==> config.mk <==
export PLATFORM = sky130hd
export DESIGN_NAME = rvp_run_ctrl_flat
export DESIGN_NICKNAME = d
export VERILOG_FILES = /design/src/rtl/rvp_run_ctrl_if.sv /design/src/rtl/rvp_run_ctrl.sv /design/src/flat_wrapper.sv
export SDC_FILE = /design/constraint.sdc
export NUM_CORES = 1
export LEC_CHECK = 0
export ABC_AREA = 1
export CAP_MARGIN = 10
export CORE_MARGIN = 4
export CORE_UTILIZATION = 42
export DETAILED_ROUTE_END_ITERATION = 6
export HOLD_SLACK_MARGIN = 0.02
export PLACE_DENSITY_LB_ADDON = 0.05
export SYNTH_ARGS = -nofsm -noshare
export SYNTH_HDL_FRONTEND = slang
export SYNTH_SLANG_ARGS = --single-unit
==> constraint.sdc <==
create_clock -name clk -period 1.8 [get_ports clk]
set_clock_uncertainty 0.1 [all_clocks]
set_input_delay 0.36 -clock clk [delete_from_list [all_inputs] [get_ports clk]]
set_output_delay 0.36 -clock clk [all_outputs]
set_load 0.01 [all_outputs]
==> src/rtl/rvp_run_ctrl_if.sv <==
// rtl/rvp_run_ctrl_if.sv - pipeline observation bus (PC and write-back port) seen by the run controller
interface rvp_run_ctrl_if #(
   parameter int XLEN = 32
);
   logic [XLEN-1:0] pc_out;
   logic            wb_e;
   logic [4:0]      wb_a;
   logic [XLEN-1:0] wb_d;

   // pipeline side drives, controller side observes
   modport master (output pc_out, wb_e, wb_a, wb_d);
   modport slave  (input  pc_out, wb_e, wb_a, wb_d);
endinterface

==> src/rtl/rvp_run_ctrl.sv <==
// rtl/rvp_run_ctrl.sv - run/termination controller (IDLE/RUN/DRAIN/DUMP/DONE), optional signature via RVP_RUN_CTRL_SIG_EN
module rvp_run_ctrl #(
   parameter int XLEN         = 32,
   parameter int PC_LIMIT     = 150,
   parameter int MAX_CYCLES   = 200,
   parameter int DRAIN_CYCLES = 4,
   parameter int CNT_W        = 32
) (
   input  logic              clk,
   input  logic              reset_n,
   input  logic              start,
   input  logic              halt_req,
   rvp_run_ctrl_if.slave     pipe,
   output logic              dump,
   output logic              done,
   output logic              busy,
   output logic [1:0]        cause,
   output logic [CNT_W-1:0]  cycle_cnt,
   output logic [CNT_W-1:0]  retire_cnt,
   output logic [XLEN-1:0]   signature
);

   typedef enum logic [2:0] {
      S_IDLE,
      S_RUN,
      S_DRAIN,
      S_DUMP,
      S_DONE
   } state_t;

   // drain_cnt only has to reach DRAIN_CYCLES-1
   localparam int DW = (DRAIN_CYCLES > 1) ? $clog2(DRAIN_CYCLES) : 1;
   localparam logic [XLEN-1:0]  PC_LIM   = XLEN'(PC_LIMIT);
   localparam logic [CNT_W-1:0] CYC_LAST = CNT_W'(MAX_CYCLES - 1);
   localparam logic [DW-1:0]    DRN_LAST = DW'(DRAIN_CYCLES - 1);

   state_t        state;
   logic [DW-1:0] drain_cnt;
   logic          wb_hit;
   logic          pc_hit;
   logic          tmo_hit;

   // a write-back counts only while the pipeline is still live and only for real registers
   assign wb_hit  = pipe.wb_e && (pipe.wb_a != 5'd0) && ((state == S_RUN) || (state == S_DRAIN));
   assign pc_hit  = (pipe.pc_out >= PC_LIM);
   assign tmo_hit = (cycle_cnt == CYC_LAST);

   // sequencing FSM with registered status outputs and saturating statistics
   always_ff @(posedge clk or negedge reset_n) begin
      if (!reset_n) begin
         state      <= S_IDLE;
         dump       <= 1'b0;
         done       <= 1'b0;
         busy       <= 1'b0;
         cause      <= 2'd0;
         cycle_cnt  <= '0;
         retire_cnt <= '0;
         drain_cnt  <= '0;
      end else begin
         dump <= 1'b0;
         if (wb_hit && (retire_cnt != '1)) begin
            retire_cnt <= retire_cnt + CNT_W'(1);
         end
         case (state)
            S_IDLE: begin
               if (start) begin
                  state <= S_RUN;
                  busy  <= 1'b1;
               end
            end
            S_RUN: begin
               if (cycle_cnt != '1) begin
                  cycle_cnt <= cycle_cnt + CNT_W'(1);
               end
               if (halt_req || pc_hit || tmo_hit) begin
                  state     <= S_DRAIN;
                  drain_cnt <= '0;
                  if (halt_req) begin
                     cause <= 2'd1;
                  end else if (pc_hit) begin
                     cause <= 2'd2;
                  end else begin
                     cause <= 2'd3;
                  end
               end
            end
            S_DRAIN: begin
               if (drain_cnt == DRN_LAST) begin
                  state <= S_DUMP;
                  dump  <= 1'b1;
                  busy  <= 1'b0;
               end else begin
                  drain_cnt <= drain_cnt + DW'(1);
               end
            end
            S_DUMP: begin
               state <= S_DONE;
               done  <= 1'b1;
            end
            S_DONE: begin
               state <= S_DONE;
            end
            default: begin
               state <= S_IDLE;
               busy  <= 1'b0;
            end
         endcase
      end
   end

`ifdef RVP_RUN_CTRL_SIG_EN
   // rotate-and-xor checksum over the same write-backs that retire_cnt counts
   always_ff @(posedge clk or negedge reset_n) begin
      if (!reset_n) begin
         signature <= '0;
      end else if (wb_hit) begin
         signature <= {signature[XLEN-2:0], signature[XLEN-1]} ^ pipe.wb_d
                      ^ {{(XLEN-5){1'b0}}, pipe.wb_a};
      end
   end
`else
   logic sig_unused;
   assign sig_unused = ^pipe.wb_d;
   assign signature  = '0;
`endif

endmodule

==> src/flat_wrapper.sv <==
// flat-port wrapper written by rule: the top's interface ports become plain ports
module rvp_run_ctrl_flat 
#(
   parameter int XLEN         = 32,
   parameter int PC_LIMIT     = 150,
   parameter int MAX_CYCLES   = 200,
   parameter int DRAIN_CYCLES = 4,
   parameter int CNT_W        = 32
)
  (clk, reset_n, start, halt_req, dump, done, busy, cause, cycle_cnt, retire_cnt, signature, pipe_pc_out, pipe_wb_e, pipe_wb_a, pipe_wb_d);
  rvp_run_ctrl_if #(.XLEN(XLEN)) pipe_i ();
  input  logic clk;
  input  logic reset_n;
  input  logic start;
  input  logic halt_req;
  output logic dump;
  output logic done;
  output logic busy;
  output logic [1:0] cause;
  output logic [CNT_W-1:0] cycle_cnt;
  output logic [CNT_W-1:0] retire_cnt;
  output logic [XLEN-1:0] signature;
  input wire logic [$bits(pipe_i.pc_out)-1:0] pipe_pc_out;
  input wire logic [$bits(pipe_i.wb_e)-1:0] pipe_wb_e;
  input wire logic [$bits(pipe_i.wb_a)-1:0] pipe_wb_a;
  input wire logic [$bits(pipe_i.wb_d)-1:0] pipe_wb_d;
  assign pipe_i.pc_out = pipe_pc_out;
  assign pipe_i.wb_e = pipe_wb_e;
  assign pipe_i.wb_a = pipe_wb_a;
  assign pipe_i.wb_d = pipe_wb_d;
  rvp_run_ctrl #(.XLEN(XLEN), .PC_LIMIT(PC_LIMIT), .MAX_CYCLES(MAX_CYCLES), .DRAIN_CYCLES(DRAIN_CYCLES), .CNT_W(CNT_W)) u_core (.clk(clk), .reset_n(reset_n), .start(start), .halt_req(halt_req), .pipe(pipe_i), .dump(dump), .done(done), .busy(busy), .cause(cause), .cycle_cnt(cycle_cnt), .retire_cnt(retire_cnt), .signature(signature));
endmodule
Word level (Yosys, flattened, before mapping)
Cells that the tools add are included.
{ "totals": {"reg_bits": 74, "inputBits": 74} }
{ "classes": {"n_lt_le_gt_ge": 1, "reduce_logical": 16, "muxes": 14, "n_bitwise": 1, "n_addsub": 3, "n_eq_ne": 12} }
{ "op_table": {"columns": ["op", "n"], "rows": [
  ["$add A32 B1 Y32 const B", 2],
  ["$ne A32 B32 Y1 const B", 2],
  ["$eq A32 B8 Y1 const B", 1],
  ["$ge A32 B8 Y1 const B", 1],
  ["$pmux W3 S4", 1],
  ["$mux W3", 3],
  ["$reduce_and A3 Y1", 3],
  ["$ne A2 B2 Y1 const B", 4],
  ["$eq A3 B2 Y1 const B", 2],
  ["$mux W2", 3],
  ["$mux W1", 5],
  ["$reduce_bool A5 Y1", 1],
  ["$pmux W2 S2", 1],
  ["$reduce_and A2 Y1", 2],
  ["$eq A3 B1 Y1 const B", 1],
  ["$eq A3 B3 Y1 const B", 1],
  ["$logic_and A1 B1 Y1", 3],
  ["$logic_not A3 Y1", 1],
  ["$logic_or A1 B1 Y1", 3],
  ["$pmux W1 S3", 1],
  ["$reduce_or A3 Y1", 1],
  ["$add A2 B1 Y2 const B", 1],
  ["$eq A2 B2 Y1 const B", 1],
  ["$reduce_bool A2 Y1", 1],
  ["2 further kinds", 2]
]} }

Logic depth before layout (Yosys ltp)
Gate-level depths: netlist of the first run.
{ "logic_depth": {"depth_word": 5, "depth_mapped": 11} }

Worst setup path after synthesis of the first run
Ideal clock, no wire load.
{ "synth_timing": {"path_kind": "reg-to-reg", "startpoint": "register u_core.retire_cnt[0]", "endpoint": "register u_core.retire_cnt[22]", "period_less_slack_ns": 1.867, "stages_incl_launch_ff": 12, "setup_ns": 0.116, "slack_ns": -0.067, "arrival_ns": 1.650, "path_cell_list": "dfrtp_1 ha_1 nand3_4 nor2_8 nand3_4 nor2_4 nand2_4 nand2_8 inv_4 buf_6 nand2_1 nand2_1"} }
{ "synth_via": {"elab_chain_cells": 2} }
{ "synth_lines": {"columns": ["item", "line_no", "source"], "rows": [
  ["start, declared", "rvp_run_ctrl.sv:19", "output logic [CNT_W-1:0] retire_cnt,"],
  ["start signal, assigned", "rvp_run_ctrl.sv:62", "retire_cnt <= retire_cnt + CNT_W'(1);"],
  ["branches (longest 2 deep; another with $add A32 B1 Y32)", null, null]
]} }
Parallel ways; which one is timed is not known.
A chain may end at the register's enable or synchronous reset.

Worst setup path after layout of the first run
{ "layout_timing": {"startpoint": "register u_core.retire_cnt[0]", "endpoint": "register u_core.retire_cnt[0]"} }
The elaborated chain is that of the path after synthesis.

==> flow_metrics.env, run 1 <==
export IMPL_cts_root_buf="clkbuf_16"
export IMPL_start_util=0.428
export IMPL_critPathKind="reg -> reg"
export IMPL_worst_slack_ns=-0.00373
export IMPL_synth_avg_cell_area_sq_um=6.93
export IMPL_cts_tree="yes"
export IMPL_layout_common_cells="256 x nand2_1, 113 x buf_4, 81 x nor2_1"
export IMPL_clock_path_buffers=2
export IMPL_post_route_drc_count=0
export IMPL_grt_pass1_vias=5248
export IMPL_drv_slew=0
export IMPL_routed_wl_um=17200
export IMPL_timing_critical_path_cells="ha_4 -> nand3_4 -> nor2_8 -> nand3_4 -> nor2_4 -> nand2_4 -> nand2_8 -> buf_12 -> xnor2_1"
export IMPL_grt_antenna_before_repair=0
export IMPL_htreeDepth=3
export IMPL_max_freq_ghz=0.554
export IMPL_numClockSinks=74
export IMPL_worstSkewPairLatency_ns=0.34
export IMPL_die_x_um=119
export IMPL_place_inst=1076
export IMPL_stdcell_area_sq_mm=0.00794
export IMPL_hold_path_class="in -> async"
export IMPL_area_growth_pct=54.7
export IMPL_slowest_delay_ns=0.39
export IMPL_synth_seq_cells=74
export IMPL_die_area_sq_mm=0.0141
export IMPL_path_common_cell="nand3_4"
export IMPL_drtIter0Drc=246
export IMPL_final_nets=1052
export IMPL_synth_cell_area_sq_mm=0.00513
export IMPL_ys_seq_area_frac=0.361
export IMPL_dpl_cell_area_sq_mm=0.00693
export IMPL_synthCells=741
export IMPL_powerDensity_mw_per_mm2=487
export IMPL_fin_setup_tns_ns=-0.00373
export IMPL_diodes=0
export IMPL_synth_cell_types=33
export IMPL_via_count=5503
export IMPL_layout_commonest_cell="nand2_1"
export IMPL_rrSetupSlack_ns=-0.004
export IMPL_final_setup_viol_count=1
export IMPL_p_leak_nw=4.05
export IMPL_drive_above_1_share=0.261
export IMPL_rsz0062_at_grt="yes"
export IMPL_coreArea_sq_mm=0.0120
export IMPL_fin_crit_ns=1.80
export IMPL_drv_cap=0
export IMPL_dp_hpwl_um=12400
export IMPL_path_buf_inv=1
export IMPL_cts_buffers=9
export IMPL_gp_congestion=0.914
export IMPL_grt_overflow_total=0
export IMPL_hold_viol=0
export IMPL_portBuffers=109
export IMPL_drt_vias_per_instance=4.89
export IMPL_wl_per_cell_um=15.3
export IMPL_ys_warn_count=0
export IMPL_fin_crit_sh=1.00
export IMPL_start_kind="flop"
export IMPL_track_usage=0.226
export IMPL_cp_arrival_ns=1.96
export IMPL_ioPinCount=175
export IMPL_rows=40
export IMPL_final_cells=1126
export IMPL_violations="setup timing"
export IMPL_timing_hold_ws_ns=0.348
export IMPL_drtPass1Iterations=5
export IMPL_die_h_um=119
export IMPL_cp_end_kind="flop"
export IMPL_grt_max_degree=35
export IMPL_grt_pass1_wl_um=25700
export IMPL_cp_required_ns=1.95
export IMPL_worstPathMaxFanout=7
export IMPL_ant_nets=0
export IMPL_status="finished, violations left"
export IMPL_crit_family="simple AND/OR/NAND/NOR gates"
export IMPL_irDropWorstVdd_v=0.000354
export IMPL_slowest_stage="dfrtp_2"
export IMPL_clk_pin_slew_ns=0.06
## timing repair
action	4_1_cts	5_1_grt
buffers inserted	11	17
gates cloned	0	6
hold endpoints to repair	17	0
endpoints found under the setup margin	97	80
resized for setup	57	113
hold buffers	1	0
pin swaps	0	31
## routing by layer
layer | GRT usage | vias to the layer above | share of wire
li1 | - | 2699 | -
met1 | 0.258 | 2626 | 0.40
met2 | 0.415 | 146 | 0.53
met3 | 0.0373 | 32 | 0.044
met4 | 0.0920 | 0 | 0.025
met5 | 0 | - | 0
## synthesized netlist by cell type
library cell  count  area [sq um]
nand3_2           1          10.0
or2_2             1          6.26
a21oi_2           1          8.76
nand3_4           2          35.0
o31ai_1           2          15.0
conb_1            1          3.75
dfrtp_1          74          1850
nand4_1          10          62.6
buf_2             4          20.0
a21oi_4           1          16.3
nand3_1          21           105
o22ai_1           1          6.26
o21ai_1          12          60.1
nor3_1           30           150
o21ai_0          10          50.1
ha_1              3          37.5
xor2_1           36           315
nor3_2            5          50.1
buf_4            32           240
xnor2_1          15           131
nand3b_1          7          52.6
nor2_4            2          22.5
nor2_2            5          31.3
nand2_2           2          12.5
buf_6             7          78.8
nand2_1         302          1130
nand2_4           2          22.5
inv_2             2          7.51
nor2_8            1          20.0
inv_1            61           229
nor2_1           86           323
inv_4             1          6.26
nand2_8           1          20.0
## logic make-up after synthesis
kind of cell | count (synthesis) | synth area share
xor+xnor | 51 | 0.0870
compound gates | 27 | 0.0305
fa+ha+maj | 3 | 0.00731
simple gates | 478 | 0.401
buf+inv | 107 | 0.113
other cells | 1 | 0.000730
flops | 74 | 0.361
## layout make-up
| cell class | instances | area (sq um) |
|---|---|---|
| repair buffers | 235 | 2170 |
| multi-input cells | 591 | 3150 |
| flip-flops and latches | 74 | 1870 |
| fillers | 1088 | 4070 |
| inverters | 64 | 256 |
| clock buffers | 13 | 260 |
| well taps | 147 | 184 |
| clock inverters | 2 | 60.1 |
## flip-flops by register name, summed over array words and instances, names as in the netlist
signal	count
u_core.retire_cnt	32
u_core.done	1
u_core.drain_cnt	2
u_core.busy	1
u_core.state	3
u_core.cause	2
u_core.dump	1
u_core.cycle_cnt	32
## worst reg2reg max path, stage by stage (launching register included)
cell and delay (ns):
dfrtp_2 0.39, ha_4 0.15, nand3_4 0.11, nor2_8 0.15, nand3_4 0.11, nor2_4 0.16
nand2_4 0.09, nand2_8 0.17, buf_12 0.15, xnor2_1 0.13
## where the power goes
| part | total (mW) | internal, mW | switching, mW |
|---|---|---|---|
| Sequential | 1.67 | 1.66 | 0.00157 |
| Clock | 2.01 | 1.28 | 0.728 |
| Combinational | 0.188 | 0.0949 | 0.0933 |
## final timing paths
path	from	endpoint	depth (start not counted)
setup / recovery	u_core.retire_cnt[0]$_DFFE_PN0P_	u_core.retire_cnt[0]$_DFFE_PN0P_	9
hold / removal	reset_n	u_core.retire_cnt[17]$_DFFE_PN0P_	2
setup reg to reg	u_core.retire_cnt[0]$_DFFE_PN0P_	u_core.retire_cnt[0]$_DFFE_PN0P_	9
hold reg to reg	u_core.done$_DFFE_PN0N_	u_core.done$_DFFE_PN0N_	2
max in group asynchronous	reset_n	u_core.retire_cnt[28]$_DFFE_PN0P_	3
min in group clk	u_core.done$_DFFE_PN0N_	u_core.done$_DFFE_PN0N_	2
## through the flow
stage | power (mW) | utilization | worst slack, ns
6_report | 3.87 | 0.661 | -0.00373
5_1_grt | 3.98 | 0.661 | -0.112
4_1_cts | 3.90 | 0.609 | -0.00342
3_5_place_dp | 1.88 | 0.577 | -0.156
3_3_place_gp | 1.88 | 0.577 | -0.112
2_1_floorplan | 1.80 | - | 0.00981
No activity file was read; power rests on OpenSTA's default activity.
==> inputs of run 2 (changes only) <==
--- a/config.mk
+++ b/config.mk
@@ -9,6 +9,7 @@
 export CAP_MARGIN = 10
 export CORE_MARGIN = 4
 export CORE_UTILIZATION = 42
+export CTS_CLUSTER_DIAMETER = 100
 export DETAILED_ROUTE_END_ITERATION = 6
 export HOLD_SLACK_MARGIN = 0.02
 export PLACE_DENSITY_LB_ADDON = 0.05
==> results of run 2 <==
Same layout as run 1: the final DEF is identical, and so are final timing and power.
